[src/rtl/mips_ctrl_pkg.sv]
// Shared definitions for the multi-cycle MIPS control path: opcodes,
// ALUOp codes used by the ALU-control decoder, mux selects and FSM states.
package mips_ctrl_pkg;

    localparam logic [5:0] OP_RTYPE = 6'b000000;
    localparam logic [5:0] OP_LW    = 6'b100011;
    localparam logic [5:0] OP_SW    = 6'b101011;
    localparam logic [5:0] OP_BEQ   = 6'b000100;
    localparam logic [5:0] OP_J     = 6'b000010;
    localparam logic [5:0] OP_ADDI  = 6'b001000;

    localparam logic [1:0] ALUOP_ADD   = 2'b00;
    localparam logic [1:0] ALUOP_SUB   = 2'b01;
    localparam logic [1:0] ALUOP_FUNCT = 2'b10;

    localparam logic [1:0] PCSRC_ALU    = 2'b00;
    localparam logic [1:0] PCSRC_ALUOUT = 2'b01;
    localparam logic [1:0] PCSRC_JUMP   = 2'b10;

    localparam logic [1:0] SRCB_B      = 2'b00;
    localparam logic [1:0] SRCB_FOUR   = 2'b01;
    localparam logic [1:0] SRCB_IMM    = 2'b10;
    localparam logic [1:0] SRCB_IMM_SH = 2'b11;

    typedef enum logic [3:0] {
        S_FETCH  = 4'd0,
        S_DECODE = 4'd1,
        S_MEMADR = 4'd2,
        S_MEMRD  = 4'd3,
        S_MEMWB  = 4'd4,
        S_MEMWR  = 4'd5,
        S_EXEC   = 4'd6,
        S_ALUWB  = 4'd7,
        S_BRANCH = 4'd8,
        S_JUMP   = 4'd9,
        S_ADDIEX = 4'd10,
        S_ADDIWB = 4'd11
    } state_t;

    // Bundle of every datapath control signal, so one default clears them all.
    typedef struct packed {
        logic       pc_write;
        logic       pc_write_cond;
        logic       ior_d;
        logic       mem_read;
        logic       mem_write;
        logic       mem_to_reg;
        logic       ir_write;
        logic [1:0] pc_source;
        logic [1:0] alu_op;
        logic       alu_src_a;
        logic [1:0] alu_src_b;
        logic       reg_write;
        logic       reg_dst;
    } ctrl_t;

    // States that wait on the memory ready handshake.
    function automatic logic is_mem_wait(input state_t s);
        return (s == S_FETCH) || (s == S_MEMRD) || (s == S_MEMWR);
    endfunction

endpackage

[src/rtl/multicycle_control_mem_wait_timer.sv]
// mem_wait_timer: counts consecutive not-ready cycles in a memory wait state
// and flags expiry on the MAX_WAIT-th one. MAX_WAIT = 0 disables expiry.
module mem_wait_timer #(
    parameter int MAX_WAIT = 0,
    parameter int WAIT_W   = 8
) (
    input  logic clk,
    input  logic reset,
    input  logic active,
    input  logic mem_ready,
    input  logic clear,
    output logic expire
);

    localparam logic [WAIT_W-1:0] LIMIT = (MAX_WAIT > 0) ? WAIT_W'(MAX_WAIT - 1) : '0;

    logic [WAIT_W-1:0] count;

    // Count stalled cycles; any progress, state change or abort restarts it.
    always_ff @(posedge clk) begin
        if (reset || !active || mem_ready || clear || expire)
            count <= '0;
        else
            count <= count + 1'b1;
    end

    // Expire on the last permitted stall; a ready memory always wins.
    always_comb begin
        expire = (MAX_WAIT > 0) && active && !mem_ready && (count == LIMIT);
    end

endmodule

[src/rtl/multicycle_control.sv]
// multicycle_control: main control FSM of the multi-cycle MIPS datapath.
// Optional macro ADDI_EN adds the addi path (ADDIEX/ADDIWB states).
// Handshake: MemReady high in FETCH/MEMRD/MEMWR completes the access that
// cycle; while low the FSM holds, and with MAX_WAIT > 0 it aborts to FETCH
// after MAX_WAIT consecutive not-ready cycles, pulsing Timeout.
module multicycle_control
    import mips_ctrl_pkg::*;
#(
    parameter int MAX_WAIT = 0,
    parameter int WAIT_W   = 8
) (
    input  logic       clk,
    input  logic       reset,
    input  logic [5:0] Op,
    input  logic       MemReady,
    output logic       PCWrite,
    output logic       PCWriteCond,
    output logic       IorD,
    output logic       MemRead,
    output logic       MemWrite,
    output logic       MemtoReg,
    output logic       IRWrite,
    output logic [1:0] PCSource,
    output logic [1:0] ALUOp,
    output logic       ALUSrcA,
    output logic [1:0] ALUSrcB,
    output logic       RegWrite,
    output logic       RegDst,
    output logic [3:0] State,
    output logic       Illegal,
    output logic       Timeout
);

    state_t state, next_state;
    ctrl_t  ctrl, ctrl_out;
    logic   illegal;
    logic   expire;

    mem_wait_timer #(
        .MAX_WAIT (MAX_WAIT),
        .WAIT_W   (WAIT_W)
    ) u_wait (
        .clk       (clk),
        .reset     (reset),
        .active    (is_mem_wait(state)),
        .mem_ready (MemReady),
        .clear     (next_state != state),
        .expire    (expire)
    );

    // State register; reset returns to FETCH.
    always_ff @(posedge clk) begin
        if (reset)
            state <= S_FETCH;
        else
            state <= next_state;
    end

    // Next-state and Moore control decode (FETCH enables gated by MemReady).
    always_comb begin
        ctrl       = '0;
        next_state = state;
        illegal    = 1'b0;
        case (state)
            S_FETCH: begin
                ctrl.mem_read  = 1'b1;
                ctrl.alu_src_b = SRCB_FOUR;
                ctrl.alu_op    = ALUOP_ADD;
                ctrl.ir_write  = MemReady;
                ctrl.pc_write  = MemReady;
                if (MemReady) next_state = S_DECODE;
            end
            S_DECODE: begin
                ctrl.alu_src_b = SRCB_IMM_SH;
                ctrl.alu_op    = ALUOP_ADD;
                case (Op)
                    OP_LW, OP_SW: next_state = S_MEMADR;
                    OP_RTYPE:     next_state = S_EXEC;
                    OP_BEQ:       next_state = S_BRANCH;
                    OP_J:         next_state = S_JUMP;
`ifdef ADDI_EN
                    OP_ADDI:      next_state = S_ADDIEX;
`endif
                    default: begin
                        illegal    = 1'b1;
                        next_state = S_FETCH;
                    end
                endcase
            end
            S_MEMADR: begin
                ctrl.alu_src_a = 1'b1;
                ctrl.alu_src_b = SRCB_IMM;
                ctrl.alu_op    = ALUOP_ADD;
                next_state     = (Op == OP_SW) ? S_MEMWR : S_MEMRD;
            end
            S_MEMRD: begin
                ctrl.mem_read = 1'b1;
                ctrl.ior_d    = 1'b1;
                if (MemReady)    next_state = S_MEMWB;
                else if (expire) next_state = S_FETCH;
            end
            S_MEMWB: begin
                ctrl.reg_write  = 1'b1;
                ctrl.mem_to_reg = 1'b1;
                next_state      = S_FETCH;
            end
            S_MEMWR: begin
                ctrl.mem_write = 1'b1;
                ctrl.ior_d     = 1'b1;
                if (MemReady || expire) next_state = S_FETCH;
            end
            S_EXEC: begin
                ctrl.alu_src_a = 1'b1;
                ctrl.alu_src_b = SRCB_B;
                ctrl.alu_op    = ALUOP_FUNCT;
                next_state     = S_ALUWB;
            end
            S_ALUWB: begin
                ctrl.reg_write = 1'b1;
                ctrl.reg_dst   = 1'b1;
                next_state     = S_FETCH;
            end
            S_BRANCH: begin
                ctrl.alu_src_a     = 1'b1;
                ctrl.alu_op        = ALUOP_SUB;
                ctrl.pc_write_cond = 1'b1;
                ctrl.pc_source     = PCSRC_ALUOUT;
                next_state         = S_FETCH;
            end
            S_JUMP: begin
                ctrl.pc_write  = 1'b1;
                ctrl.pc_source = PCSRC_JUMP;
                next_state     = S_FETCH;
            end
`ifdef ADDI_EN
            S_ADDIEX: begin
                ctrl.alu_src_a = 1'b1;
                ctrl.alu_src_b = SRCB_IMM;
                ctrl.alu_op    = ALUOP_ADD;
                next_state     = S_ADDIWB;
            end
            S_ADDIWB: begin
                ctrl.reg_write = 1'b1;
                next_state     = S_FETCH;
            end
`endif
            default: next_state = S_FETCH;
        endcase
    end

    // Reset forces every control output low so an aborted instruction writes nothing.
    always_comb begin
        ctrl_out    = reset ? '0 : ctrl;
        PCWrite     = ctrl_out.pc_write;
        PCWriteCond = ctrl_out.pc_write_cond;
        IorD        = ctrl_out.ior_d;
        MemRead     = ctrl_out.mem_read;
        MemWrite    = ctrl_out.mem_write;
        MemtoReg    = ctrl_out.mem_to_reg;
        IRWrite     = ctrl_out.ir_write;
        PCSource    = ctrl_out.pc_source;
        ALUOp       = ctrl_out.alu_op;
        ALUSrcA     = ctrl_out.alu_src_a;
        ALUSrcB     = ctrl_out.alu_src_b;
        RegWrite    = ctrl_out.reg_write;
        RegDst      = ctrl_out.reg_dst;
        State       = state;
        Illegal     = illegal && !reset;
        Timeout     = expire && !reset;
    end

endmodule
[config.mk]
export PLATFORM = sky130hd
export DESIGN_NAME = multicycle_control
export DESIGN_NICKNAME = d
export VERILOG_FILES = /design/src/rtl/mips_ctrl_pkg.sv /design/src/rtl/multicycle_control_mem_wait_timer.sv /design/src/rtl/multicycle_control.sv
export SDC_FILE = /design/constraint.sdc
export NUM_CORES = 1
export LEC_CHECK = 0
export BUFFER_PORTS_ARGS = -buffer_cell sky130_fd_sc_hd__buf_2
export CAP_MARGIN = 20
export CORE_AREA = 3 3 40 42
export DETAILED_ROUTE_END_ITERATION = 7
export DIE_AREA = 0 0 43 45
export PLACE_DENSITY = 0.72
export SKIP_CTS_REPAIR_TIMING = 1
export SLEW_MARGIN = 20
export SYNTH_ARGS = -nofsm -noshare
export SYNTH_HDL_FRONTEND = slang
export SYNTH_SLANG_ARGS = --single-unit
export TNS_END_PERCENT = 50
[constraint.sdc]
create_clock -name clk -period 1.5 [get_ports clk]
set_input_delay 0.075 -clock clk [delete_from_list [all_inputs] [get_ports clk]]
set_output_delay 0.075 -clock clk [all_outputs]
set_load 0.01 [all_outputs]
==> qor.yml <==
yosys:
  synth_compound_area_frac: 0.199
  yosys_warnings: 0
  synth_mux_area_frac: 0
  synth_xor_area_frac: 0.0516
  synthAdderAreaFrac: 0
  synth_cell_types: 34
  netlist_instances: 71
  synthFlopType: "dfxtp_1"
  async_reset_ff_frac: 0
  synthSimpleGateAreaFrac: 0.459
  postSynthNetCount: 80
  syn_area_um2: 509
  synth_edf_count: 0
  avgSynthCellArea_um2: 7.17
  synth_top_family_by_area: "simple AND/OR/NAND/NOR gates"
  yosysSeqAreaShare: 0.157
  synth_seq_cells: 4
setup_path:
  worstPathArrival_ps: 1330
  cp-start-kind: "flip-flop"
  endpoint_kind: "primary output"
  r2r-start: "State[2]"
  crit_fanout: 9
  r2r_setup_slack_ps: 250
  r2r_end: "State[0]"
  worstRegToRegCells: 4
  crit_type: "reg -> out"
  cp.required_ps: 1420
detailed_routing:
  num_vias: 626
  wl_per_cell_um: 12.2
  drt_iter0_markers: 18
  route.antenna.remaining_nets: 0
  vias_per_cell: 5.35
  dr.pass1.iters: 4
  drt_wl_total_um: 1430
  drc_errors: 0
clock_network:
  path_clk_slew_ps: 40
  clock-root-buffer: "clkbuf_4"
  clockBufferDepth: 2
  cts_buffers: 3
  htreeDepth: 1
  cts_tree: "done"
  clock_sinks: 4
  insertion_delay_ps: 240
final_layout:
  areaGrowthSynthToFinish_pct: 38.3
  layout_commonest_cell: "buf_2"
  drive_gt1_frac: 0.471
  largest_reg_flops: 4
  layout_common_cells: "buf_2 (29), nor2_1 (10), nor3_1 (6), buf_4 (6), nand2_1 (5)"
  fin_util: 0.548
  antenna_cells: 0
  final_nets: 113
power:
  leakage_nw: 0.354
  p_per_area_nw_per_um2: 488
  p_total_uw: 344
  irDropWorstVdd_mv: 0.374
global_routing:
  grt_pass1_vias: 545
  grt-ovfl-total: 0
  grt_antenna_before_repair: 0
  grt_max_degree: 12
  track_usage: 0.158
  grt_pass1_wl_um: 2370
sta:
  fin_crit_sh: 0.940
  finalSetupTns_ps: 0
  maxSlewViolCount: 0
  final-hold-violation-count: 0
  setup_viol: 0
  period_minus_slack_ps: 1410
  skew_ps: 0.805
  max_freq_mhz: 709
floorplanning:
  io_pins: 31
  dieWidth_um: 43
  die_h_um: 45
  dieArea_um2: 1940
  core_area_um2: 1280
  num_rows: 13
  start_util: 0.396
place:
  port-buffer-count: 29
  dp_hpwl_um: 1160
  place.gp.congestion: 0.808
flow_run:
  maxCapViolCount: 0
min_path:
  hp-class: "in -> reg"
  hold_path_depth: 2
  min_to: "State[3]"
  hold_start: "Op[4]"
run_status:
  status: "finished, final reports clean"
## worst max path at each step
stage	start	to	depth (start not counted)
2_1_floorplan	State[3]	PCWrite	4
3_3_place_gp	State[1]	PCWrite	4
3_5_place_dp	State[1]	PCWrite	4
4_1_cts	State[1]	PCWrite	4
5_1_grt	State[3]	PCWrite	4
6_report	State[3]	PCWrite	4
## cell usage after synthesis (3+ instances only)
cell     count  area, um2
o21ai_0      4       20.0
nor3_1       6       30.0
and3_1       4       25.0
nand2_1      5       18.8
nor2_1      10       37.5
buf_2        3       15.0
dfxtp_1      4       80.1
inv_1        3       11.3
## area by class of cell
cell class              instances  area [um2]
fillers                       138         581
multi-input cells              57         374
flip-flops and latches          4        87.6
clock buffers                   3        22.5
well taps                      15        18.8
repair buffers                 35         190
inverters                       3        11.3
## layer usage
| metal | vias up | global-route usage | wire [um] |
|---|---|---|---|
| li1 | 315 | - | - |
| met1 | 289 | 0.191 | 558 |
| met2 | 22 | 0.263 | 750 |
| met3 | 0 | 0.0637 | 116 |
| met4 | 0 | 0.0361 | 0 |
| met5 | - | 0 | 0 |
## stage by stage
| step | area [um2] | hold WS [ps] | worst slack [ps] | instances |
|---|---|---|---|---|
| finish | 704 | 34.8 | 90.5 | 117 |
| floorplan | 509 | 146 | 112 | 71 |
| CTS | 681 | 39.0 | -86.6 | 116 |
| global placement | 658 | 279 | 192 | 113 |
| global route | 704 | 39.5 | -14.2 | 117 |
| detailed placement | 658 | 291 | 170 | 113 |
## power by group
part / leakage (nW) / switching (mW) / internal (mW)
Combinational: 0.305 / 0.0529 / 0.0443
Clock: 0.0138 / 0.0442 / 0.0895
Sequential: 0.0346 / 0.00518 / 0.108
Total: 0.354 / 0.102 / 0.242
## cells by family after synthesis
kind of cell / after synthesis
other: 1
AND/OR/NAND/NOR: 39
AO/OA/AOI/OAI: 14
buffers and inverters: 10
flip-flops: 4
XOR/XNOR: 3
## critical path, stage by stage, from the launching register on
cell and delay [ps]:
dfxtp_2 370, nor4_4 300, and3_1 210, or2_1 100, buf_2 120
(Power assumes the default switching activity.)
